[src/rtl/cordic_pkg.sv]
// Shared constants and payload types for the CORDIC full-circle wrapper.
// Angles are unsigned 9.8 degrees; results are signed 17-bit with 8 fraction bits.
package cordic_pkg;

    localparam int unsigned ANGLE_IN_WIDTH = 17;
    localparam int unsigned CORE_WIDTH     = 16;
    localparam int unsigned OUT_WIDTH      = 17;

    // Quadrant boundaries in 9.8 degrees
    localparam logic [ANGLE_IN_WIDTH-1:0] D90  = 17'h05A00;
    localparam logic [ANGLE_IN_WIDTH-1:0] D180 = 17'h0B400;
    localparam logic [ANGLE_IN_WIDTH-1:0] D270 = 17'h10E00;
    localparam logic [ANGLE_IN_WIDTH-1:0] D360 = 17'h16800;

    typedef logic [1:0] quad_t;

    // Tag that rides alongside the core pipeline
    typedef struct packed {
        logic  valid;
        quad_t q;
        logic  err;
    } tag_t;

    // Sign-restored result stored in the output FIFO
    typedef struct packed {
        logic [OUT_WIDTH-1:0] x;
        logic [OUT_WIDTH-1:0] y;
        logic                 err;
    } result_t;

    localparam int unsigned RESULT_WIDTH = $bits(result_t);

endpackage

[src/rtl/cordic_out_fifo.sv]
// Synchronous show-ahead FIFO; the head entry is visible whenever rd_valid is high.
// Ports: clk, reset (sync, active-high), wr_en/wr_data (push), rd_en (pop when
// rd_valid), rd_data (head, zero when empty), rd_valid, count (occupancy).
module cordic_out_fifo #(
    parameter int unsigned WIDTH = 35,
    parameter int unsigned DEPTH = 16,
    localparam int unsigned CW = $clog2(DEPTH + 1),
    localparam int unsigned PW = (DEPTH > 1) ? $clog2(DEPTH) : 1
) (
    input  logic             clk,
    input  logic             reset,
    input  logic             wr_en,
    input  logic [WIDTH-1:0] wr_data,
    input  logic             rd_en,
    output logic [WIDTH-1:0] rd_data,
    output logic             rd_valid,
    output logic [CW-1:0]    count
);

    logic [WIDTH-1:0] mem [DEPTH];
    logic [PW-1:0]    wr_ptr;
    logic [PW-1:0]    rd_ptr;
    logic             push;
    logic             pop;

    assign pop  = rd_en && (count != '0);
    // A write into a full FIFO is only taken when the head leaves the same cycle
    assign push = wr_en && ((count < CW'(DEPTH)) || pop);

    assign rd_valid = (count != '0);
    assign rd_data  = rd_valid ? mem[rd_ptr] : '0;

    // Pointer and occupancy bookkeeping
    always_ff @(posedge clk) begin
        if (reset) begin
            wr_ptr <= '0;
            rd_ptr <= '0;
            count  <= '0;
        end else begin
            if (push) begin
                wr_ptr <= (wr_ptr == PW'(DEPTH - 1)) ? '0 : wr_ptr + PW'(1);
            end
            if (pop) begin
                rd_ptr <= (rd_ptr == PW'(DEPTH - 1)) ? '0 : rd_ptr + PW'(1);
            end
            count <= count + CW'(push) - CW'(pop);
        end
    end

    // Storage array, no reset needed since the head is masked when empty
    always_ff @(posedge clk) begin
        if (push) begin
            mem[wr_ptr] <= wr_data;
        end
    end

endmodule

[src/rtl/cordic_quadrant_wrap.sv]
// Full-circle front/back end around a fixed-latency first-quadrant CORDIC core.
// Folds [0,360) degree angles into quadrant 0, tags them through the core
// latency, restores output signs and buffers results behind a credit check.
// Ports: clk, reset (sync, active-high); in_valid/in_ready/in_degree (angle in);
// core_degree (to core), core_x/core_y (from core); out_valid/out_ready,
// out_x/out_y (signed cos/sin), out_err (input was >= 360).
module cordic_quadrant_wrap
    import cordic_pkg::*;
#(
    parameter int unsigned CORE_LATENCY = 6,
    parameter int unsigned FIFO_DEPTH   = 16
) (
    input  logic                      clk,
    input  logic                      reset,
    input  logic                      in_valid,
    output logic                      in_ready,
    input  logic [ANGLE_IN_WIDTH-1:0] in_degree,
    output logic [CORE_WIDTH-1:0]     core_degree,
    input  logic [CORE_WIDTH-1:0]     core_x,
    input  logic [CORE_WIDTH-1:0]     core_y,
    output logic                      out_valid,
    input  logic                      out_ready,
    output logic [OUT_WIDTH-1:0]      out_x,
    output logic [OUT_WIDTH-1:0]      out_y,
    output logic                      out_err
);

    localparam int unsigned CNT_W = $clog2(FIFO_DEPTH + 1);
    localparam int unsigned SUM_W = CNT_W + 1;

    logic                  accept;
    quad_t                 fold_q;
    logic [CORE_WIDTH-1:0] fold_r;
    logic                  fold_err;
    tag_t                  fold_tag;
    tag_t                  tag_line [CORE_LATENCY];
    tag_t                  tail;
    logic [CNT_W-1:0]      inflight;
    logic [CNT_W-1:0]      fifo_count;
    logic [OUT_WIDTH-1:0]  x_ext;
    logic [OUT_WIDTH-1:0]  y_ext;
    result_t               wr_res;
    result_t               head;

    // Credits: every accepted angle reserves a FIFO slot until it is popped
    assign in_ready = (SUM_W'(inflight) + SUM_W'(fifo_count)) < SUM_W'(FIFO_DEPTH);
    assign accept   = in_valid && in_ready;

    // Quadrant fold decode
    always_comb begin
        fold_q   = 2'd0;
        fold_r   = '0;
        fold_err = 1'b0;
        if (in_degree < D90) begin
            fold_r = CORE_WIDTH'(in_degree);
        end else if (in_degree < D180) begin
            fold_q = 2'd1;
            fold_r = CORE_WIDTH'(in_degree - D90);
        end else if (in_degree < D270) begin
            fold_q = 2'd2;
            fold_r = CORE_WIDTH'(in_degree - D180);
        end else if (in_degree < D360) begin
            fold_q = 2'd3;
            fold_r = CORE_WIDTH'(in_degree - D270);
        end else begin
            fold_err = 1'b1;
        end
    end

    // Fold register; core_degree holds its last value while idle
    always_ff @(posedge clk) begin
        if (reset) begin
            core_degree <= '0;
            fold_tag    <= '0;
        end else begin
            fold_tag.valid <= accept;
            if (accept) begin
                core_degree  <= fold_r;
                fold_tag.q   <= fold_q;
                fold_tag.err <= fold_err;
            end
        end
    end

    // Tag line matching the core latency; never stalls
    always_ff @(posedge clk) begin
        if (reset) begin
            for (int i = 0; i < int'(CORE_LATENCY); i++) begin
                tag_line[i] <= '0;
            end
        end else begin
            tag_line[0] <= fold_tag;
            for (int i = 1; i < int'(CORE_LATENCY); i++) begin
                tag_line[i] <= tag_line[i-1];
            end
        end
    end

    assign tail = tag_line[CORE_LATENCY-1];

    // Sign restore on the tag tail
    assign x_ext = {1'b0, core_x};
    assign y_ext = {1'b0, core_y};

    always_comb begin
        wr_res     = '0;
        wr_res.err = tail.err;
        unique case (tail.q)
            2'd0: begin wr_res.x = x_ext;  wr_res.y = y_ext;  end
            2'd1: begin wr_res.x = -y_ext; wr_res.y = x_ext;  end
            2'd2: begin wr_res.x = -x_ext; wr_res.y = -y_ext; end
            default: begin wr_res.x = y_ext; wr_res.y = -x_ext; end
        endcase
    end

    // In-flight counter; accept and tail write in one cycle cancel out
    always_ff @(posedge clk) begin
        if (reset) begin
            inflight <= '0;
        end else begin
            inflight <= inflight + CNT_W'(accept) - CNT_W'(tail.valid);
        end
    end

    cordic_out_fifo #(
        .WIDTH (RESULT_WIDTH),
        .DEPTH (FIFO_DEPTH)
    ) u_out_fifo (
        .clk      (clk),
        .reset    (reset),
        .wr_en    (tail.valid),
        .wr_data  (wr_res),
        .rd_en    (out_ready),
        .rd_data  (head),
        .rd_valid (out_valid),
        .count    (fifo_count)
    );

    assign out_x   = head.x;
    assign out_y   = head.y;
    assign out_err = head.err;

endmodule

[config.mk]
export PLATFORM = sky130hd
export DESIGN_NAME = cordic_quadrant_wrap
export DESIGN_NICKNAME = d
export VERILOG_FILES = /design/src/rtl/cordic_pkg.sv /design/src/rtl/cordic_out_fifo.sv /design/src/rtl/cordic_quadrant_wrap.sv
export SDC_FILE = /design/constraint.sdc
export NUM_CORES = 1
export LEC_CHECK = 0
export CAP_MARGIN = 20
export CORE_MARGIN = 2
export CORE_UTILIZATION = 60
export DETAILED_ROUTE_END_ITERATION = 10
export HOLD_SLACK_MARGIN = 0.15
export PLACE_DENSITY = 0.82
export SLEW_MARGIN = 20
export SYNTH_ARGS = -nofsm -noshare
export SYNTH_HDL_FRONTEND = slang
export SYNTH_SLANG_ARGS = --single-unit
[constraint.sdc]
create_clock -name clk -period 6.7 [get_ports clk]
set_input_delay 1.005 -clock clk [delete_from_list [all_inputs] [get_ports clk]]
set_output_delay 1.005 -clock clk [all_outputs]
set_load 0.005 [all_outputs]
==> reports/metrics.cfg <==
[timing]
timing.slew.headroom_pct=24.8
worst_slew_pin_slew_ps=1130
whs_ps=441
fin_crit_sh_pct=72.1
finalHoldViolations=0
fmax_ghz=0.207
setup-tns-final_ps=0
min_period_ps=4830
setup_viol=0
final-max-slew-violation-count=0
fin_skew_ps=18.4
rsz0062_at_grt=false

[floorplanning]
rows=76
die_h_um=212
die_x_um=212
start_util_pct=60.7
io-pin-count=106
die_area_um2=45100
core-area_um2=43000

[flow_run]
cap_viol_max_count=0

[cts]
cts_setup_buffers=0
cts_root_buf=clkbuf_16
cts.path.max_buffers=3
cts.clk_slew.worst_paths_ps=60
cts_tree=yes
clk_latency_ps=610
cts-resized-gates=0
holdBufCountCts=0
numCtsBuffers=58
clock-sinks=626
h-tree-depth=2

[yosys]
avgSynthCellArea_um2=18.3
syn_nets=1507
synth-async-reset-ratio_pct=0
yosys_warnings=0
yosysSeqAreaShare_pct=69.6
syn_area_um2=26100
synth_area_leaders=edfxtp_1 64%, mux4_2 16%, dfxtp_1 5.1%, ha_1 1.3%, and2_1 1.1%
ys.flop_type=edfxtp_1
synth_cells=1425
synth_cell_types=67
yosysTopAreaCell=edfxtp_1
synth-edff-count=560
netlist.area_leader.share_pct=64.5
yosys_register_bits=626

[critical_path]
crit_path_end_kind=output port
rr_startpoint=tag_line[5][1]
path_max_fanout=38
cp.arrival_ps=3830
cp.required_ps=5690
ff2ff_setup_slack_ps=2710
worstSetupPathType=flop to output port
rr_worst_depth=5
r2r-end=u_out_fifo.mem[12][14]
critPathLaunchType=flop

[pwr]
p_clk_share_pct=34.9
irDropWorstVdd_uv=235
switching_share_pct=24.0
p_sw_mw=2.28
pwr-share-comb_pct=18.5
p_total_mw=9.51
powerDensity_nw_per_um2=317
power_leakage_nw=9.45
internal_power_mw=7.22
seqPwrFrac_pct=46.5

[global_route]
grt_pass1_wl_mm=90.3
grt_max_degree=73
grt_pass1_vias=14300
antenna_found_initial=5
grt_usage_pct=27.8
grt-ovfl-total=0

[finish]
fin_cells=2177
layout_commonest_cell=edfxtp_1
layout-drive-gt1-share_pct=23.0
fillers=2604
final_area_um2=29900
areaGrowthSynthToFinish_pct=14.9
layout_common_cells=560 x edfxtp_1, 189 x mux4_2, 104 x clkdlybuf4s50_1
final_nets=1624

[place]
globalplace.congestion=0.897
place_area_um2=28000
portBuffers=105
hpwl_mm=33.4
place_inst=2067

[drt]
routed_wl_mm=61.3
via_per_inst=6.58
drcViolationCount=0
dr.pass1.iters=5
drtAntennaViolNets=0
route.vias.total=14300
drt_iter0_markers=1663
detail_route.wl_per_cell_um=28.2

[worst_hold_path]
hold_class=flop to flop
hold_start=tag_line[0][0]
whs_path_depth=1
whs_endpoint=tag_line[1][0]

[outcome]
outcome=finished, final reports clean

[through the flow]
| stage | worst slack [ps] | utilization (%) |
|---|---|---|
| after global placement | 2330 | 65.0 |
| final | 1870 | 69.7 |
| after CTS | 1750 | 69.6 |
| after global routing | 1660 | 69.7 |
| after floorplan | 1690 | - |
| after detailed placement | 2400 | 65.1 |
[synth_stat cells (all sizes together) (5+ instances only)]
cell type,instances
or3,14
xor2,9
clkbuf,67
and2,44
mux4,189
mux2,5
a211oi,14
nor4,13
a31oi,5
o22ai,7
mux2i,9
nor2,57
and4,10
nor2b,31
o21ai,26
nand2,41
ha,27
or4,5
xnor2,14
edfxtp,560
a21o,7
dfxtp,66
nor3,22
o31a,6
o211ai,8
nand3,12
a21oi,39
inv,34
buf,23
[worst max-delay path by stage]
| stage | depth (start not counted) | start | slack, ps | endpoint |
|---|---|---|---|---|
| 6_report | 5 | flop | 1870 | out_x[13] |
| 5_1_grt | 5 | flop | 1660 | out_x[13] |
| 4_1_cts | 5 | flop | 1750 | out_x[13] |
| 3_5_place_dp | 6 | core_y[2] | 2400 | u_out_fifo.mem[4][14] |
| 3_3_place_gp | 6 | core_y[7] | 2330 | u_out_fifo.mem[12][33] |
| 2_1_floorplan | 2 | out_ready | 1690 | u_out_fifo.mem[0][0] |
[routing by layer]
| layer | up-vias | routed length [um] | GRT usage [%] |
|---|---|---|---|
| met1 | 7388 | 23300 | 37.9 |
| met3 | 127 | 5440 | 5.35 |
| met2 | 786 | 30700 | 46.0 |
| met4 | 6 | 1800 | 8.44 |
| li1 | 6008 | - | - |
| met5 | - | 49 | 0 |
[logic make-up (layout without fill, tap and decap cells)]
group / count (synthesis) / in the layout / share of synthesized area [%]
other: 0 / 4 / 0
xor gates and xnor gates: 23 / 23 / 0.773
AOI/OAI and AO/OA: 142 / 142 / 3.62
and+or+nand+nor: 276 / 276 / 5.84
adders and majority gates: 29 / 29 / 1.45
buffers and inverters: 126 / 289 / 1.87
DFF: 626 / 626 / 69.6
muxes: 203 / 203 / 16.9
[layout make-up]
class                      count  area [um^2]  area share (%)
antenna                        4         10.0          0.0334
clock buffer                  76         1580            5.28
clock inverter                30          328            1.09
inverter                      36          135           0.451
multi-input combinational    673         7590            25.4
sequential                   626        18100            60.6
tap                          585          732            2.44
timing repair buffer         147         1420            4.74
[worst max-delay path: stages (launching register included)]
cell and delay [ps]:
dfxtp_4 870, buf_4 550, mux4_2 590, mux4_2 530
and2_1 180, clkdlybuf4s50_1 430
[registers in the layout, indices dropped and copies added (netlist names), named ones only]
register           flops
u_out_fifo.mem       560
tag_line              24
core_degree           16
inflight               5
u_out_fifo.count       5
fold_tag               4
u_out_fifo.rd_ptr      4
u_out_fifo.wr_ptr      4
[power groups by stage]
stage	Sequential, mW	Clock [mW]	Combinational, mW
floorplan	4.43	0	1.17
global placement	4.53	0	1.69
detailed placement	4.51	0	1.76
CTS	4.43	3.36	1.79
global route	4.44	3.48	1.90
finish	4.42	3.32	1.76
No activity file was read; power rests on OpenSTA's default activity.
